<file path="src/rtl/splitter_pkg.sv">
// Shared definitions for the two-layer splitter: lane count, lane index type
// and the sort-key extraction helper.
package splitter_pkg;

   localparam int NUM_LANES  = 4;
   localparam int LANE_IDX_W = 2;
   localparam int KEY_MAX_W  = 32;

   typedef logic [LANE_IDX_W-1:0] lane_idx_t;

   // Returns word[msb:lsb] right-aligned; callers truncate to the real key width.
   function automatic logic [KEY_MAX_W-1:0] extract_key(input logic [KEY_MAX_W-1:0] word,
                                                        input int msb,
                                                        input int lsb);
      logic [KEY_MAX_W-1:0] mask;
      mask = (KEY_MAX_W'(1) << (msb - lsb + 1)) - KEY_MAX_W'(1);
      return (word >> lsb) & mask;
   endfunction

endpackage

</file>
<file path="src/rtl/splitter_lane_fifo.sv">
// First-word-fall-through lane FIFO. Pointers carry one extra wrap bit;
// the head output holds the last popped word while the FIFO is empty.
module splitter_lane_fifo #(
   parameter int DATA_WIDTH  = 12,
   parameter int FIFO_ADDR_W = 2
) (
   input  logic                  clk,
   input  logic                  reset,
   input  logic                  push,
   input  logic                  pop,
   input  logic [DATA_WIDTH-1:0] din,
   output logic [DATA_WIDTH-1:0] dout,
   output logic                  full,
   output logic                  empty
);

   localparam int DEPTH = 1 << FIFO_ADDR_W;

   logic [FIFO_ADDR_W:0]  wptr_q, wptr_d;
   logic [FIFO_ADDR_W:0]  rptr_q, rptr_d;
   logic [DATA_WIDTH-1:0] last_q, last_d;
   logic [DATA_WIDTH-1:0] mem_q [DEPTH];
   logic [DATA_WIDTH-1:0] mem_d [DEPTH];
   logic                  do_push, do_pop;

   always_comb begin
      empty   = (wptr_q == rptr_q);
      full    = ((wptr_q ^ rptr_q) == {1'b1, {FIFO_ADDR_W{1'b0}}});
      do_push = push & ~full;
      do_pop  = pop & ~empty;
      wptr_d  = wptr_q + (FIFO_ADDR_W+1)'(do_push);
      rptr_d  = rptr_q + (FIFO_ADDR_W+1)'(do_pop);
      mem_d   = mem_q;
      if (do_push) mem_d[wptr_q[FIFO_ADDR_W-1:0]] = din;
      last_d  = do_pop ? mem_q[rptr_q[FIFO_ADDR_W-1:0]] : last_q;
      dout    = empty ? last_q : mem_q[rptr_q[FIFO_ADDR_W-1:0]];
   end

   always_ff @(posedge clk) begin
      if (!reset) begin
         wptr_q <= '0;
         rptr_q <= '0;
         last_q <= '0;
      end else begin
         wptr_q <= wptr_d;
         rptr_q <= rptr_d;
         last_q <= last_d;
      end
   end

   // NOTE: storage is not reset; a slot is only ever read after it has been written.
   always_ff @(posedge clk) begin
      mem_q <= mem_d;
   end

endmodule

</file>
<file path="src/rtl/splitter2layer.sv">
// Splitter: routes the merged tagged stream into four FWFT lane FIFOs.
// Optional per-lane sort-order checking is enabled by SPLITTER_ORDER_CHECK_EN.
module splitter2layer
   import splitter_pkg::*;
#(
   parameter int DATA_WIDTH  = 12,
   parameter int ACTIVE_MSB  = 11,
   parameter int ACTIVE_LSB  = 6,
   parameter int FIFO_ADDR_W = 2
) (
   input  logic                  clk,
   input  logic                  reset,
   input  logic                  en,
   input  logic [DATA_WIDTH-1:0] in,
   input  logic                  vin,
   input  logic [1:0]            input_index,
   output logic                  outread,
   output logic [DATA_WIDTH-1:0] out1,
   output logic [DATA_WIDTH-1:0] out2,
   output logic [DATA_WIDTH-1:0] out3,
   output logic [DATA_WIDTH-1:0] out4,
   output logic                  vout1,
   output logic                  vout2,
   output logic                  vout3,
   output logic                  vout4,
   input  logic                  inRead1,
   input  logic                  inRead2,
   input  logic                  inRead3,
   input  logic                  inRead4,
   output logic [3:0]            order_err
);

   lane_idx_t             lane;
   logic [NUM_LANES-1:0]  rd, push, pop, full, empty;
   logic [DATA_WIDTH-1:0] dout [NUM_LANES];

   // A full destination stalls the whole stream, even if that lane pops this cycle.
   always_comb begin
      lane    = input_index;
      rd      = {inRead4, inRead3, inRead2, inRead1};
      outread = en & reset & vin & ~full[lane];
      for (int k = 0; k < NUM_LANES; k++) begin
         push[k] = outread & (lane == lane_idx_t'(k));
         pop[k]  = en & ~empty[k] & rd[k];
      end
   end

   for (genvar g = 0; g < NUM_LANES; g++) begin : g_lane
      splitter_lane_fifo #(
         .DATA_WIDTH (DATA_WIDTH),
         .FIFO_ADDR_W(FIFO_ADDR_W)
      ) u_fifo (
         .clk  (clk),
         .reset(reset),
         .push (push[g]),
         .pop  (pop[g]),
         .din  (in),
         .dout (dout[g]),
         .full (full[g]),
         .empty(empty[g])
      );
   end

   assign out1  = dout[0];
   assign out2  = dout[1];
   assign out3  = dout[2];
   assign out4  = dout[3];
   assign vout1 = ~empty[0];
   assign vout2 = ~empty[1];
   assign vout3 = ~empty[2];
   assign vout4 = ~empty[3];

`ifdef SPLITTER_ORDER_CHECK_EN
   localparam int KEY_W = ACTIVE_MSB - ACTIVE_LSB + 1;

   logic [KEY_W-1:0]     key_in;
   logic [KEY_W-1:0]     last_key_q [NUM_LANES];
   logic [KEY_W-1:0]     last_key_d [NUM_LANES];
   logic [NUM_LANES-1:0] err_q, err_d;

   // Keys clear to zero, so the first push after reset can never compare lower.
   always_comb begin
      key_in     = KEY_W'(extract_key(KEY_MAX_W'(in), ACTIVE_MSB, ACTIVE_LSB));
      last_key_d = last_key_q;
      err_d      = err_q;
      for (int k = 0; k < NUM_LANES; k++) begin
         if (push[k]) begin
            if (key_in < last_key_q[k]) err_d[k] = 1'b1;
            last_key_d[k] = key_in;
         end
      end
   end

   always_ff @(posedge clk) begin
      if (!reset) begin
         for (int k = 0; k < NUM_LANES; k++) last_key_q[k] <= '0;
         err_q <= '0;
      end else begin
         last_key_q <= last_key_d;
         err_q      <= err_d;
      end
   end

   assign order_err = err_q;
`else
   assign order_err = 4'b0000;
`endif

endmodule

</file>
<file path="config.mk">
export PLATFORM = sky130hd
export DESIGN_NAME = splitter2layer
export DESIGN_NICKNAME = d
export VERILOG_FILES = /design/src/rtl/splitter_pkg.sv /design/src/rtl/splitter_lane_fifo.sv /design/src/rtl/splitter2layer.sv
export SDC_FILE = /design/constraint.sdc
export NUM_CORES = 1
export LEC_CHECK = 0
export ABC_AREA = 1
export BUFFER_PORTS_ARGS = -buffer_cell sky130_fd_sc_hd__buf_2
export CAP_MARGIN = 20
export CORE_ASPECT_RATIO = 0.8
export CORE_UTILIZATION = 25
export CTS_CLUSTER_DIAMETER = 30
export DETAILED_ROUTE_END_ITERATION = 6
export PLACE_DENSITY = 0.39
export SYNTH_ARGS = -nofsm -noshare
export SYNTH_HDL_FRONTEND = slang
export SYNTH_SLANG_ARGS = --single-unit
</file>
<file path="constraint.sdc">
create_clock -name clk -period 3.5 [get_ports clk]
set_clock_uncertainty 0.2 [all_clocks]
set_input_delay 0.7 -clock clk [delete_from_list [all_inputs] [get_ports clk]]
set_output_delay 0.7 -clock clk [all_outputs]
set_load 0.01 [all_outputs]
</file>
==> flow_summary.json <==
{
  "grtUsageMet3": 0.0359,
  "clk-insertion-delay-late_ns": 0.56,
  "final_util": 0.334,
  "yosys_warnings": 0,
  "numCtsBuffers": 71,
  "r2r_slack_ns": 0.87,
  "syn-cell-area_um2": 11100,
  "synth_edf_count": 192,
  "use_met2": 0.224,
  "min_path_type": "flop to flop",
  "fp.dieH_um": 190,
  "max_cap_viol_count": 0,
  "grt_max_degree": 37,
  "ys_top_cells_by_count": "309 x nand2_1, 192 x edfxtp_1, 141 x nor2_1, 100 x nand3_1, 96 x a21oi_1",
  "rr_endpoint": "g_lane[0].u_fifo.rptr_q[1]",
  "pwr_density_cell_nw_per_um2": 677,
  "hp-start": "g_lane[1].u_fifo.last_q[10]",
  "fin_tns_setup_ns": 0,
  "rsz0062_at_grt": "yes",
  "yosys.cell_types.count": 27,
  "ant_nets": 0,
  "arrival_ns": 2.34,
  "grt-busiest-layer": "met2",
  "critPathLaunchType": "flop",
  "cp-end-kind": "output pin",
  "synth_area_per_cell_um2": 9.99,
  "yosys.area.top_type": "edfxtp_1",
  "design.die.area_um2": 45200,
  "p_leak_uw": 0.00604,
  "fin_area_um2": 14500,
  "cts-resized-gates": 0,
  "cts_root_buf": "clkbuf_16",
  "min_path_cells": 2,
  "cts_tree": "yes",
  "synth_top_area_share": 0.520,
  "grt_pass1_vias": 7949,
  "drc_errors": 0,
  "ys_top_cells_by_area": "edfxtp_1 52%, dfxtp_1 13%, nand2_1 10%",
  "post_drt_wl_per_cell_um": 17.1,
  "gr-total-overflow": 0,
  "ir_drop_mv": 0.359,
  "cp_slowest_cell": "inv_1",
  "r2r_cells": 11,
  "met1_usage": 0.195,
  "htreeDepth": 3,
  "critPathKind": "flop to output pin",
  "track_usage": 0.145,
  "cp_data_required_time_ns": 2.60,
  "postCtsHoldBufs": 0,
  "whs_ns": 0.293,
  "postPlaceCellArea_um2": 12100,
  "place_worst_setup_slack_ns": 0.696,
  "max_stage_delay_ns": 0.65,
  "finalHoldViolCount": 0,
  "cp_max_fo": 24,
  "r2r-start": "g_lane[0].u_fifo.rptr_q[1]",
  "syn_to_final_growth_pct": 30.6,
  "layout_setup_ws_ns": 0.256,
  "finalSetupViolCount": 0,
  "clk_pin_slew_ns": 0.04,
  "cts_setup_buffers": 0,
  "num-nets-final": 1279,
  "ys_ff_latch": 264,
  "worst_pin_slew_ns": 0.801,
  "die_w_um": 237,
  "synth_flop_cell": "edfxtp_1",
  "place_congestion": 0.719,
  "port_buffers": 74,
  "slew_headroom": 0.466,
  "drv_slew": 0,
  "min_period_ns": 3.24,
  "vias": 7985,
  "initial_utilization": 0.255,
  "clockBufferDepth": 3,
  "drt_iter0_drc": 386,
  "status": "complete, no violations",
  "holdPathEnd": "g_lane[1].u_fifo.last_q[10]",
  "clock_sinks": 264,
  "synth_most_common_cell": "nand2_1",
  "drtPass1Iterations": 5,
  "core_um2": 43400,
  "antenna_found_initial": 2,
  "async_reset_ff_frac": 0,
  "netlist_instances": 1109,
  "worstPathCellList": "inv_1 > nand2_1 > nand3_1 > nand2_1 > a21oi_1 > buf_2",
  "period_share": 0.927,
  "hpwl_um": 19400,
  "cpMostUsedCell": "nand2_1",
  "avgViaCountPerCell": 4.29,
  "drt-total-wl_um": 31800,
  "fmax_mhz": 308,
  "num_io_pins": 79,
  "grt_pass1_wl_um": 48300,
  "rows": 68,
  "drive_above_1_share": 0.189,
  "seq_area_frac_synth": 0.650
}
-- cells in the final DEF, fill, tap and decap left out, drive strengths merged, types with 5 or more instances in the layout --
cell | netlist | routed
nand2 | 313 | 313
buf | 34 | 112
bufinv | 0 | 5
xnor2 | 5 | 5
edfxtp | 192 | 192
ha | 16 | 16
nand3 | 104 | 104
a21oi | 96 | 96
clkbuf | 22 | 93
inv | 54 | 57
o21ai | 49 | 49
nor2 | 143 | 143
dfxtp | 72 | 72
clkinv | 0 | 23
clkinvlp | 0 | 5
-- worst max-delay path by stage --
| stage | start | end | slack (ns) | depth (start not counted) |
|---|---|---|---|---|
| 6_report | g_lane[3].u_fifo.rptr_q[0] | out4[0] | 0.26 | 6 |
| 5_1_grt | g_lane[3].u_fifo.rptr_q[0] | out4[0] | -0.00009 | 6 |
| 4_1_cts | g_lane[3].u_fifo.rptr_q[0] | out4[0] | 0.15 | 6 |
| 3_5_place_dp | g_lane[1].u_fifo.rptr_q[0] | g_lane[1].u_fifo.rptr_q[1] | 0.70 | 9 |
| 3_3_place_gp | g_lane[1].u_fifo.rptr_q[0] | g_lane[1].u_fifo.rptr_q[2] | 0.71 | 9 |
| 2_1_floorplan | reset | g_lane[1].u_fifo.mem_q[36] | 0.87 | 6 |
-- cells by family after synthesis --
| kind of cell | count (synthesis) | share of synthesized area |
|---|---|---|
| and+or+nand+nor | 568 | 0.213 |
| DFF | 264 | 0.650 |
| AOI/OAI and AO/OA | 145 | 0.0655 |
| buffers and inverters | 110 | 0.0458 |
| adders and majority gates | 16 | 0.0181 |
| xor gates and xnor gates | 5 | 0.00666 |
| other | 1 | 0.000338 |
-- metrics by stage --
stage               std cells  total power (uW)
floorplan                1112              3560
global placement         1728              3700
detailed placement       1728              3700
CTS                      1857              9960
global route             1857             10100
finish                   1861              9800
-- registers in the layout (all words and copies together), names as in the netlist --
signal	cells
g_lane.u_fifo.wptr_q	12
g_lane.u_fifo.last_q	48
g_lane.u_fifo.rptr_q	12
g_lane.u_fifo.mem_q	192
-- power breakdown --
group / total [uW] / leakage (uW) / switching (uW) / internal [uW]
Sequential: 3390 / 0.00231 / 8.06 / 3380
Combinational: 247 / 0.00261 / 181 / 65.9
Clock: 6160 / 0.00113 / 1840 / 4320
Total: 9800 / 0.00604 / 2030 / 7770
-- metal layers --
| metal | part of all wire | up-vias | wire length [um] |
|---|---|---|---|
| met5 | 0 | - | 0 |
| met4 | 0.021 | 0 | 663 |
| met3 | 0.039 | 58 | 1240 |
| met2 | 0.45 | 126 | 14400 |
| met1 | 0.49 | 3758 | 15600 |
| li1 | - | 4043 | - |
-- critical path: cells and delay by family (launching register included) --
family / cells / cell delay, ns
AOI/OAI and AO/OA: 1 / 0.20
buffers and inverters: 2 / 0.82
DFF: 1 / 0.42
and+or+nand+nor: 3 / 0.36
-- final cells by class --
class / instances / area [um2]
multi-input cells: 738 / 3380
inverters: 54 / 205
clock inverters: 36 / 322
fillers: 4358 / 28900
flip-flops and latches: 264 / 7210
clock buffers: 93 / 1990
repair buffers: 112 / 656
well taps: 560 / 701
diodes: 4 / 10.0
(Power assumes the default switching activity.)
